==> src/rtl/mcu_spi_pkg.sv <==
// Shared state type and framing constants for the cartridge MCU SPI physical layer.
`timescale 1ns/1ps
package mcu_spi_pkg;
  localparam int BYTE_CNT_W    = 8;
  localparam int BITS_PER_BYTE = 8;
  localparam int BIT_CNT_W     = $clog2(BITS_PER_BYTE);

  typedef enum logic [1:0] {
    st_Idle,
    st_Shift,
    st_Stretch,
    st_TimedOut
  } PhyState;
endpackage

==> src/rtl/sync_falling_edge.sv <==
// Synchroniser plus registered falling-edge detector; the pulse lands SYNC_STAGES+1 clocks after the fall.
// Resets to "line high" so release of reset never fabricates an edge; no backpressure.
`timescale 1ns/1ps
module sync_falling_edge #(
  parameter int SYNC_STAGES = 2
) (
  input  logic SClk,
  input  logic nReset,
  input  logic async_in,
  output logic fall_pulse
);
  logic [SYNC_STAGES-1:0] sync_q;
  logic                   hist_q;

  always_ff @(posedge SClk or negedge nReset) begin
    if (!nReset) begin
      sync_q     <= '1;
      hist_q     <= 1'b1;
      fall_pulse <= 1'b0;
    end else begin
      sync_q     <= {sync_q[SYNC_STAGES-2:0], async_in};
      hist_q     <= sync_q[SYNC_STAGES-1];
      fall_pulse <= hist_q & ~sync_q[SYNC_STAGES-1];
    end
  end
endmodule

==> src/rtl/mcu_spi_phy.sv <==
// SPI PHY: gated mode-0 clock, MCUReady edge pulse (SYNC_STAGES+1 clocks), byte count and sticky status; no backpressure.
// MCU_SPI_STRETCH_WATCHDOG_EN adds a stretch watchdog that sets Timeout and emits one synthetic ready pulse.
`timescale 1ns/1ps
module mcu_spi_phy
  import mcu_spi_pkg::*;
#(
  parameter int SYNC_STAGES    = 2,
  parameter int TIMEOUT_CYCLES = 65536,
  parameter int TIMEOUT_W      = 17
) (
  input  logic                  SClk,
  input  logic                  nReset,
  input  logic                  MCUReady,
  input  logic                  nMCUSel,
  input  logic                  SPIClkRunning,
  input  logic                  SPIClkStretch,
  input  logic                  ClearStatus,
  output logic                  SPIClk,
  output logic                  MCUReadyFallingEdge,
  output logic [BYTE_CNT_W-1:0] ByteCount,
  output logic                  FrameError,
  output logic                  Timeout
);
  localparam logic [BIT_CNT_W-1:0]  BIT_LAST = BIT_CNT_W'(BITS_PER_BYTE - 1);
  localparam logic [BYTE_CNT_W-1:0] BYTE_MAX = '1;
  localparam logic [TIMEOUT_W-1:0]  WD_LAST  = TIMEOUT_W'(TIMEOUT_CYCLES - 1);

  PhyState              state_q, state_d;
  logic                 shift, clk_en_q, real_edge, wd_expire;
  logic                 nsel_q, stretch_q, sel_fall, sel_rise, stretch_rise, frame_err_set;
  logic [BIT_CNT_W-1:0] bit_cnt_q;

  assign shift = SPIClkRunning & ~SPIClkStretch & ~nMCUSel;

  // Enable moves while SClk falls, so SPIClk is high only in the low half of SClk.
  always_ff @(negedge SClk or negedge nReset) begin
    if (!nReset) clk_en_q <= 1'b0;
    else         clk_en_q <= shift;
  end
  assign SPIClk = clk_en_q & ~SClk;

  sync_falling_edge #(.SYNC_STAGES(SYNC_STAGES)) u_rdy_sync (
    .SClk      (SClk),
    .nReset    (nReset),
    .async_in  (MCUReady),
    .fall_pulse(real_edge)
  );

  assign sel_fall      = nsel_q & ~nMCUSel;
  assign sel_rise      = ~nsel_q & nMCUSel;
  assign stretch_rise  = ~stretch_q & SPIClkStretch;
  assign frame_err_set = (sel_rise | stretch_rise) & (bit_cnt_q != '0);

  always_ff @(posedge SClk or negedge nReset) begin
    if (!nReset) begin
      nsel_q     <= 1'b1;
      stretch_q  <= 1'b0;
      bit_cnt_q  <= '0;
      ByteCount  <= '0;
      FrameError <= 1'b0;
      state_q    <= st_Idle;
    end else begin
      nsel_q    <= nMCUSel;
      stretch_q <= SPIClkStretch;
      state_q   <= state_d;
      if (sel_fall) begin
        bit_cnt_q <= '0;
        ByteCount <= '0;
      end else if (shift) begin
        bit_cnt_q <= bit_cnt_q + 1'b1;
        if (bit_cnt_q == BIT_LAST && ByteCount != BYTE_MAX) ByteCount <= ByteCount + 1'b1;
      end
      if (frame_err_set)    FrameError <= 1'b1;
      else if (ClearStatus) FrameError <= 1'b0;
    end
  end

  always_comb begin
    state_d = state_q;
    case (state_q)
      st_Idle:     if (!nMCUSel && SPIClkRunning) state_d = st_Shift;
      st_Shift:    if (SPIClkStretch) state_d = st_Stretch;
      st_Stretch:  if (!SPIClkStretch) state_d = st_Shift;
                   else if (wd_expire) state_d = st_TimedOut;
      st_TimedOut: if (!SPIClkStretch) state_d = st_Shift;
      default:     state_d = st_Idle;
    endcase
    if (nMCUSel) state_d = st_Idle;
  end

`ifdef MCU_SPI_STRETCH_WATCHDOG_EN
  logic [TIMEOUT_W-1:0] wd_cnt_q;
  logic                 synth_edge_q;

  // A real ack arriving in the expiry cycle suppresses the synthetic pulse.
  assign wd_expire = (state_q == st_Stretch) && SPIClkStretch && !nMCUSel &&
                     !real_edge && (wd_cnt_q == WD_LAST);

  always_ff @(posedge SClk or negedge nReset) begin
    if (!nReset) begin
      wd_cnt_q     <= '0;
      synth_edge_q <= 1'b0;
      Timeout      <= 1'b0;
    end else begin
      if (state_q == st_Stretch && state_d == st_Stretch && !real_edge)
        wd_cnt_q <= wd_cnt_q + 1'b1;
      else
        wd_cnt_q <= '0;
      synth_edge_q <= wd_expire;
      if (wd_expire)        Timeout <= 1'b1;
      else if (ClearStatus) Timeout <= 1'b0;
    end
  end

  assign MCUReadyFallingEdge = real_edge | synth_edge_q;
`else
  logic unused_wd_cfg;
  assign unused_wd_cfg       = ^WD_LAST;
  assign wd_expire           = 1'b0;
  assign Timeout             = 1'b0;
  assign MCUReadyFallingEdge = real_edge;
`endif
endmodule

==> config.mk <==
export PLATFORM = sky130hd
export DESIGN_NAME = mcu_spi_phy
export DESIGN_NICKNAME = d
export VERILOG_FILES = /design/src/rtl/mcu_spi_pkg.sv /design/src/rtl/sync_falling_edge.sv /design/src/rtl/mcu_spi_phy.sv
export SDC_FILE = /design/constraint.sdc
export NUM_CORES = 1
export LEC_CHECK = 0
export ABC_CLOCK_PERIOD_IN_PS = 5000
export CORE_MARGIN = 2
export CORE_UTILIZATION = 45
export CTS_BUF_LIST = sky130_fd_sc_hd__clkbuf_2
export CTS_CLUSTER_DIAMETER = 100
export CTS_CLUSTER_SIZE = 40
export DETAILED_ROUTE_END_ITERATION = 16
export GPL_TIMING_DRIVEN = 0
export PLACE_DENSITY = 0.7
export SKIP_LAST_GASP = 1
export SLEW_MARGIN = 20
export SYNTH_ARGS = -nofsm -noshare
export SYNTH_HDL_FRONTEND = slang
export SYNTH_SLANG_ARGS = --single-unit
==> constraint.sdc <==
create_clock -name SClk -period 5 [get_ports SClk]
set_clock_uncertainty 0.1 [all_clocks]
set_input_delay 0.5 -clock SClk [delete_from_list [all_inputs] [get_ports SClk]]
set_output_delay 0.5 -clock SClk [all_outputs]
set_load 0.02 [all_outputs]
== Word-level counts from Yosys, hierarchy flattened ==
Index checks and enable logic that the tools add are counted.
Widths: inputs -> output; s select.
Word-level totals
  bits in registers: 19
  bits of input ports: 7
  output and inout bits: 12
  word-level logic and storage cells: 41
Operators by class
  add/sub/neg operators: 2
  equal/unequal tests: 2
  multiplexer cells: 7
  bitwise gates (word level): 15
  reductions and logical operators: 6
Operators with widths (number)
  $mux 8: 3
  $add 8x1->8 const B: 1
  $and 1x1->1: 8
  $ne 8x8->1 const B: 1
  $mux 3: 2
  $not 1->1: 6
  $reduce_bool 2->1: 3
  $add 3x1->3 const B: 1
  $eq 3x3->1 const B: 1
  $reduce_bool 3->1: 1
  $mux 1: 2
  $reduce_and 2->1: 1
  $logic_and 1x1->1: 1
  $or 1x1->1: 1

== Longest topological paths before layout ==
Gate-level depths: netlist of the first run.
  word-level depth: 5
  mapped depth: 6
  gate-level depth less buffers: 6

== Hierarchy ==
From an unflattened synthesis of the first run, not the netlist that was laid out.
Second synthesis, totals
  cells, all modules: 82
  area, all modules: 890.9 µm²
By module, submodules not included
  mcu_spi_phy: times used 1, cells each 77, area each 773.2 µm², seq. area each 376.6 µm²
  sync_falling_edge: times used 1, cells each 5, area each 117.6 µm², seq. area each 103.8 µm²

==> flow_summary.toml, run 1 <==
[global_route]
grt_pass1_wl_um = 2670
grt_overflow = 0
grt_pass1_vias = 654
use_met2 = 0.212
grt_max_degree = 20
gr-usage-met3 = 0.0772
grt_busiest_layer = "met2"
grtUsageMet1 = 0.173
grt_usage = 0.154
antenna_found_initial = 0

[timing]
worst_pin_slew_ns = 0.836
setup_viol_count_final = 0
rsz0062_at_grt = "false"
whs_ns = 0.274
slew_violations = 0
setup_ws_ns = 0.411
fin_tns_setup_ns = 0
slew_headroom = 0.441
hold_viol = 0

[layout]
n_fill_cell = 179
multi_input_area_um2 = 379
final_common_cell = "clkdlybuf4s50_1"
areaGrowthSynthToFinish_pct = 26.6
final_cell_area_um2 = 1140
nets = 115
layout_common_cells = "17 x clkdlybuf4s50_1, 14 x dfrtp_1, 8 x nor2_1"
antenna_cells = 0
register_area_um2 = 480
drive_above_1_share = 0.175

[run]
max_cap_viol_count = 0

[yosys]
synth_nets = 90
avgSynthCellArea_um2 = 11.4
ys_warn_count = 0
yosysSeqAreaShare = 0.535
syn-instance-count = 79
synthArstFlopShare = 1.00
synthDistinctLibCells = 33
ys_ff_latch = 19
synth_edf_count = 0
ys.flop_type = "dfrtp_1"
syn-cell-area_um2 = 898

[floorplanning]
row_count = 16
dieArea_um2 = 2370
initial_utilization = 0.467
ioPinCount = 19
die_h_um = 48.7
coreArea_um2 = 1920
die_w_um = 48.7

[critical_path]
cp_max_fo = 1
worstSetupStartpoint = "clk_en_q"
r2r-start = "bit_cnt_q[0]"
worstPathRequired_ns = 4.40
cp-endpoint = "SPIClk"
rrSetupSlack_ns = 3.17
criticalPathCategory = "flop to primary output"
end_kind = "primary output"
worstReg2RegEnd = "ByteCount[6]"
r2r_cells = 6
critPathLaunchType = "flop"
worst_ep_arrival_time_ns = 3.99

[pwr]
peakVddDrop_mv = 0.186
cellPowerDensity_nw_per_um2 = 284
power.total_uw = 323
leakage_uw = 0.000525

[placement]
dp_slack_ns = 0.841
place.gp.congestion = 0.809
port_buffers = 17
hpwl_um = 1120
placed_area_um2 = 1100

[detailed_routing]
num_vias = 644
drc = 0
wl_um = 1530
drt-initial-drc-count = 2
routedWlPerCell_um = 11.8
post_drt_via_cell_ratio = 4.95
drtPass1Iterations = 4
antenna_left = 0

[clock_tree]
cts_tree = "built"
holdBufCountCts = 0
clk_pin_slew_worst_paths_ns = 0.18
ctsResizeCount = 0
insertion_delay_ns = 0.38
post_cts_buffers = 0

[outcome]
status = "finished clean"

[hold_path]
min_path_type = "flop to flop"
-- where the power goes --
| group | leakage (uW) | switching (uW) | internal (uW) |
|---|---|---|---|
| Clock | 0.0000345 | 56.7 | 36.5 |
| Sequential | 0.000244 | 9.56 | 168 |
| Combinational | 0.000247 | 26.7 | 25.2 |
-- area by class of cell --
type | instances | area share
plain buffers | 2 | 0.0110
clock inverters | 1 | 0.00440
well taps | 27 | 0.0297
clock buffers | 7 | 0.0352
inverters | 7 | 0.0231
repair buffers | 16 | 0.141
flip-flops and latches | 19 | 0.422
multi-input cells | 51 | 0.333
-- cell usage after synthesis, types with 2 or more instances --
master,n,share of area
a21oi_1,2,0.011
and3_1,2,0.014
dfrtp_1,14,0.39
dfstp_2,4,0.12
ha_1,4,0.056
inv_1,7,0.029
mux2i_1,2,0.022
nor2_1,8,0.033
nor2b_1,2,0.014
o211ai_1,2,0.017
o21ai_0,4,0.022
o22ai_1,3,0.021
xor2_1,5,0.049
-- worst min path at each step --
stage | startpoint | end | cells past startpoint
final | u_rdy_sync.sync_q[0] | u_rdy_sync.sync_q[1] | 0
after global routing | u_rdy_sync.sync_q[0] | u_rdy_sync.sync_q[1] | 0
after floorplan | nReset | ByteCount[0] | 0
after global placement | u_rdy_sync.sync_q[0] | u_rdy_sync.sync_q[1] | 0
after detailed placement | u_rdy_sync.sync_q[0] | u_rdy_sync.sync_q[1] | 0
after CTS | u_rdy_sync.sync_q[0] | u_rdy_sync.sync_q[1] | 0
-- metal layers --
layer | up-vias | part of all wire
met1 | 299 | 0.47
met3 | 6 | 0.061
met5 | - | 0
met4 | 0 | 0.027
met2 | 18 | 0.44
li1 | 321 | -
-- flip-flops by register name, summed over array words and instances (netlist names) --
name	flops
bit_cnt_q	3
u_rdy_sync.hist_q	1
ByteCount	8
u_rdy_sync.sync_q	2
FrameError	1
stretch_q	1
u_rdy_sync.fall_pulse	1
clk_en_q	1
nsel_q	1
-- critical path, cell delays in order, from the launching register on --
cell	delay, ns
dfrtn_1	0.41
nor2b_1	0.12
clkdlybuf4s50_1	0.61
-- kinds of logic after synthesis --
| kind of cell | synth area share |
|---|---|
| flops | 0.535 |
| compound gates | 0.104 |
| xor+xnor | 0.0585 |
| fa+ha+maj | 0.0557 |
| buf+inv | 0.0432 |
| simple gates | 0.177 |
| mux | 0.0223 |
| other cells | 0.00417 |
-- metrics by stage --
step	cells	utilization
global route	130	0.592
detailed placement	123	0.574
finish	130	0.592
floorplan	79	-
CTS	130	0.592
global placement	123	0.574
Power figures use the tool's default switching activity.
==> run 2: changes to the inputs <==
Settings changed: CORE_UTILIZATION 45 to 35, PLACE_DENSITY 0.7 to 0.56.
==> run 2 against run 1 <==
Sequential power hardly changed. Global-route usage down 1.8 points. Via count stayed put. Non-clock buffer count unchanged. Cell count grew 2.3%. Clock-buffer cell count did not move.
==> flow_summary.toml, run 2 (same netlist as run 1, synthesis figures left out) <==
[outcome]
status = "finished clean"

[hold_path]
min_path_type = "flop to flop"
hold_path_end = "u_rdy_sync.sync_q[1]"
min-delay-start = "u_rdy_sync.sync_q[0]"
min_path_cells = 0

[placement]
hpwl_um = 1190
port_buffers = 17
placed_cells = 126
place.gp.congestion = 0.690

[global_route]
grt_max_degree = 20
grt_overflow = 0
antenna_found_initial = 0
grt_pass1_wl_um = 2630
grt_pass1_vias = 598
grt_usage = 0.136

[detailed_routing]
routedWlPerCell_um = 12.3
wl_um = 1640
num_vias = 644
drt-initial-drc-count = 5
post_drt_via_cell_ratio = 4.84
drc = 0
drtPass1Iterations = 2
antenna_left = 0

[floorplanning]
coreArea_um2 = 2450
initial_utilization = 0.366
dieArea_um2 = 2990
die_w_um = 54.7
die_h_um = 54.7
row_count = 18
ioPinCount = 19

[pwr]
comb_power_share = 0.162
p_sw_uw = 91.6
power.total_uw = 321
p_clk_frac = 0.287
switching_share = 0.285
seqPwrFrac = 0.551
peakVddDrop_mv = 0.178
leakage_uw = 0.000525
internal-power_uw = 230
cellPowerDensity_nw_per_um2 = 281

[clock_tree]
clk_pin_slew_worst_paths_ns = 0.18
holdBufCountCts = 0
insertion_delay_ns = 0.38
cts_tree = "built"
ctsResizeCount = 0
post_cts_buffers = 0

[run]
max_cap_viol_count = 0

[critical_path]
slowest_stage = "clkdlybuf4s50_1"
end_kind = "primary output"
worstPathRequired_ns = 4.40
rrSetupSlack_ns = 3.17
path_cells = "nor2b_1 -> clkdlybuf4s50_1"
r2r-start = "bit_cnt_q[0]"
criticalPathCategory = "flop to primary output"
worstReg2RegEnd = "ByteCount[6]"
cp_max_fo = 1
r2r_cells = 6
critPathLaunchType = "flop"
worst_ep_arrival_time_ns = 4.00
cp_slowest_stage_delay_ns = 0.61

[layout]
largest_reg_flops = 8
layout_common_cells = "17 x clkdlybuf4s50_1, 14 x dfrtp_1, 8 x nor2_1"
antenna_cells = 0
final_common_cell = "clkdlybuf4s50_1"
areaGrowthSynthToFinish_pct = 27.0
nets = 115
final_cell_count_no_fill = 133
top_regs = "ByteCount: 8 flops, bit_cnt_q: 3 flops, u_rdy_sync.sync_q: 2 flops"
drive_above_1_share = 0.175
largest-register = "ByteCount"

[timing]
slew_headroom = 0.425
worst_pin_slew_ns = 0.860
slew_violations = 0
fin_tns_setup_ns = 0
whs_ns = 0.269
rsz0062_at_grt = "false"
hold_viol = 0
setup_viol_count_final = 0
## run 2: cell counts in the layout (fill, tap and decap cells not counted)
Identical to the previous run, type by type.
## run 2: area by class of cell
cell class | instances | area, um2
repair buffers | 16 | 160
multi-input cells | 51 | 379
clock inverters | 1 | 5.00
inverters | 7 | 26.3
well taps | 30 | 37.5
flip-flops and latches | 19 | 480
plain buffers | 2 | 12.5
fillers | 245 | 1310
clock buffers | 7 | 40.0
## run 2: power groups by stage
stage               logic [uW]  clock network (uW)  registers (uW)
global route              57.4                 109             179
CTS                       52.5                98.9             177
finish                    51.9                92.3             177
global placement          50.3                4.52             179
floorplan                 26.4                2.30             183
detailed placement        52.7                4.52             180
## run 2: metrics by stage
stage                      util  worst slack [ns]  cell area, um2
final                     0.465             0.403            1140
after global routing      0.465             0.303            1140
after CTS                 0.465             0.357            1140
after detailed placement  0.451             0.835            1110
after global placement    0.451             0.835            1110
after floorplan               -              1.21             898
## run 2: worst max-delay path: cells and delay by family (launching register included)
| family | cells | cell delay (ns) |
|---|---|---|
| and+or+nand+nor | 1 | 0.12 |
| DFF | 1 | 0.41 |
| buffers and inverters | 1 | 0.61 |
## run 2: worst max path at each step
stage | startpoint | end | slack (ns) | depth (start not counted)
floorplan | clk_en_q | SPIClk | 1.21 | 1
global placement | clk_en_q | SPIClk | 0.84 | 2
detailed placement | clk_en_q | SPIClk | 0.84 | 2
CTS | clk_en_q | SPIClk | 0.36 | 2
global route | clk_en_q | SPIClk | 0.30 | 2
finish | clk_en_q | SPIClk | 0.40 | 2
## run 2: layer usage
layer,track usage,vias up,share of wire
met5,0,-,0
met4,0.113,0,0.0098
met3,0.0519,2,0.046
met2,0.188,12,0.47
met1,0.164,314,0.47
li1,-,316,-
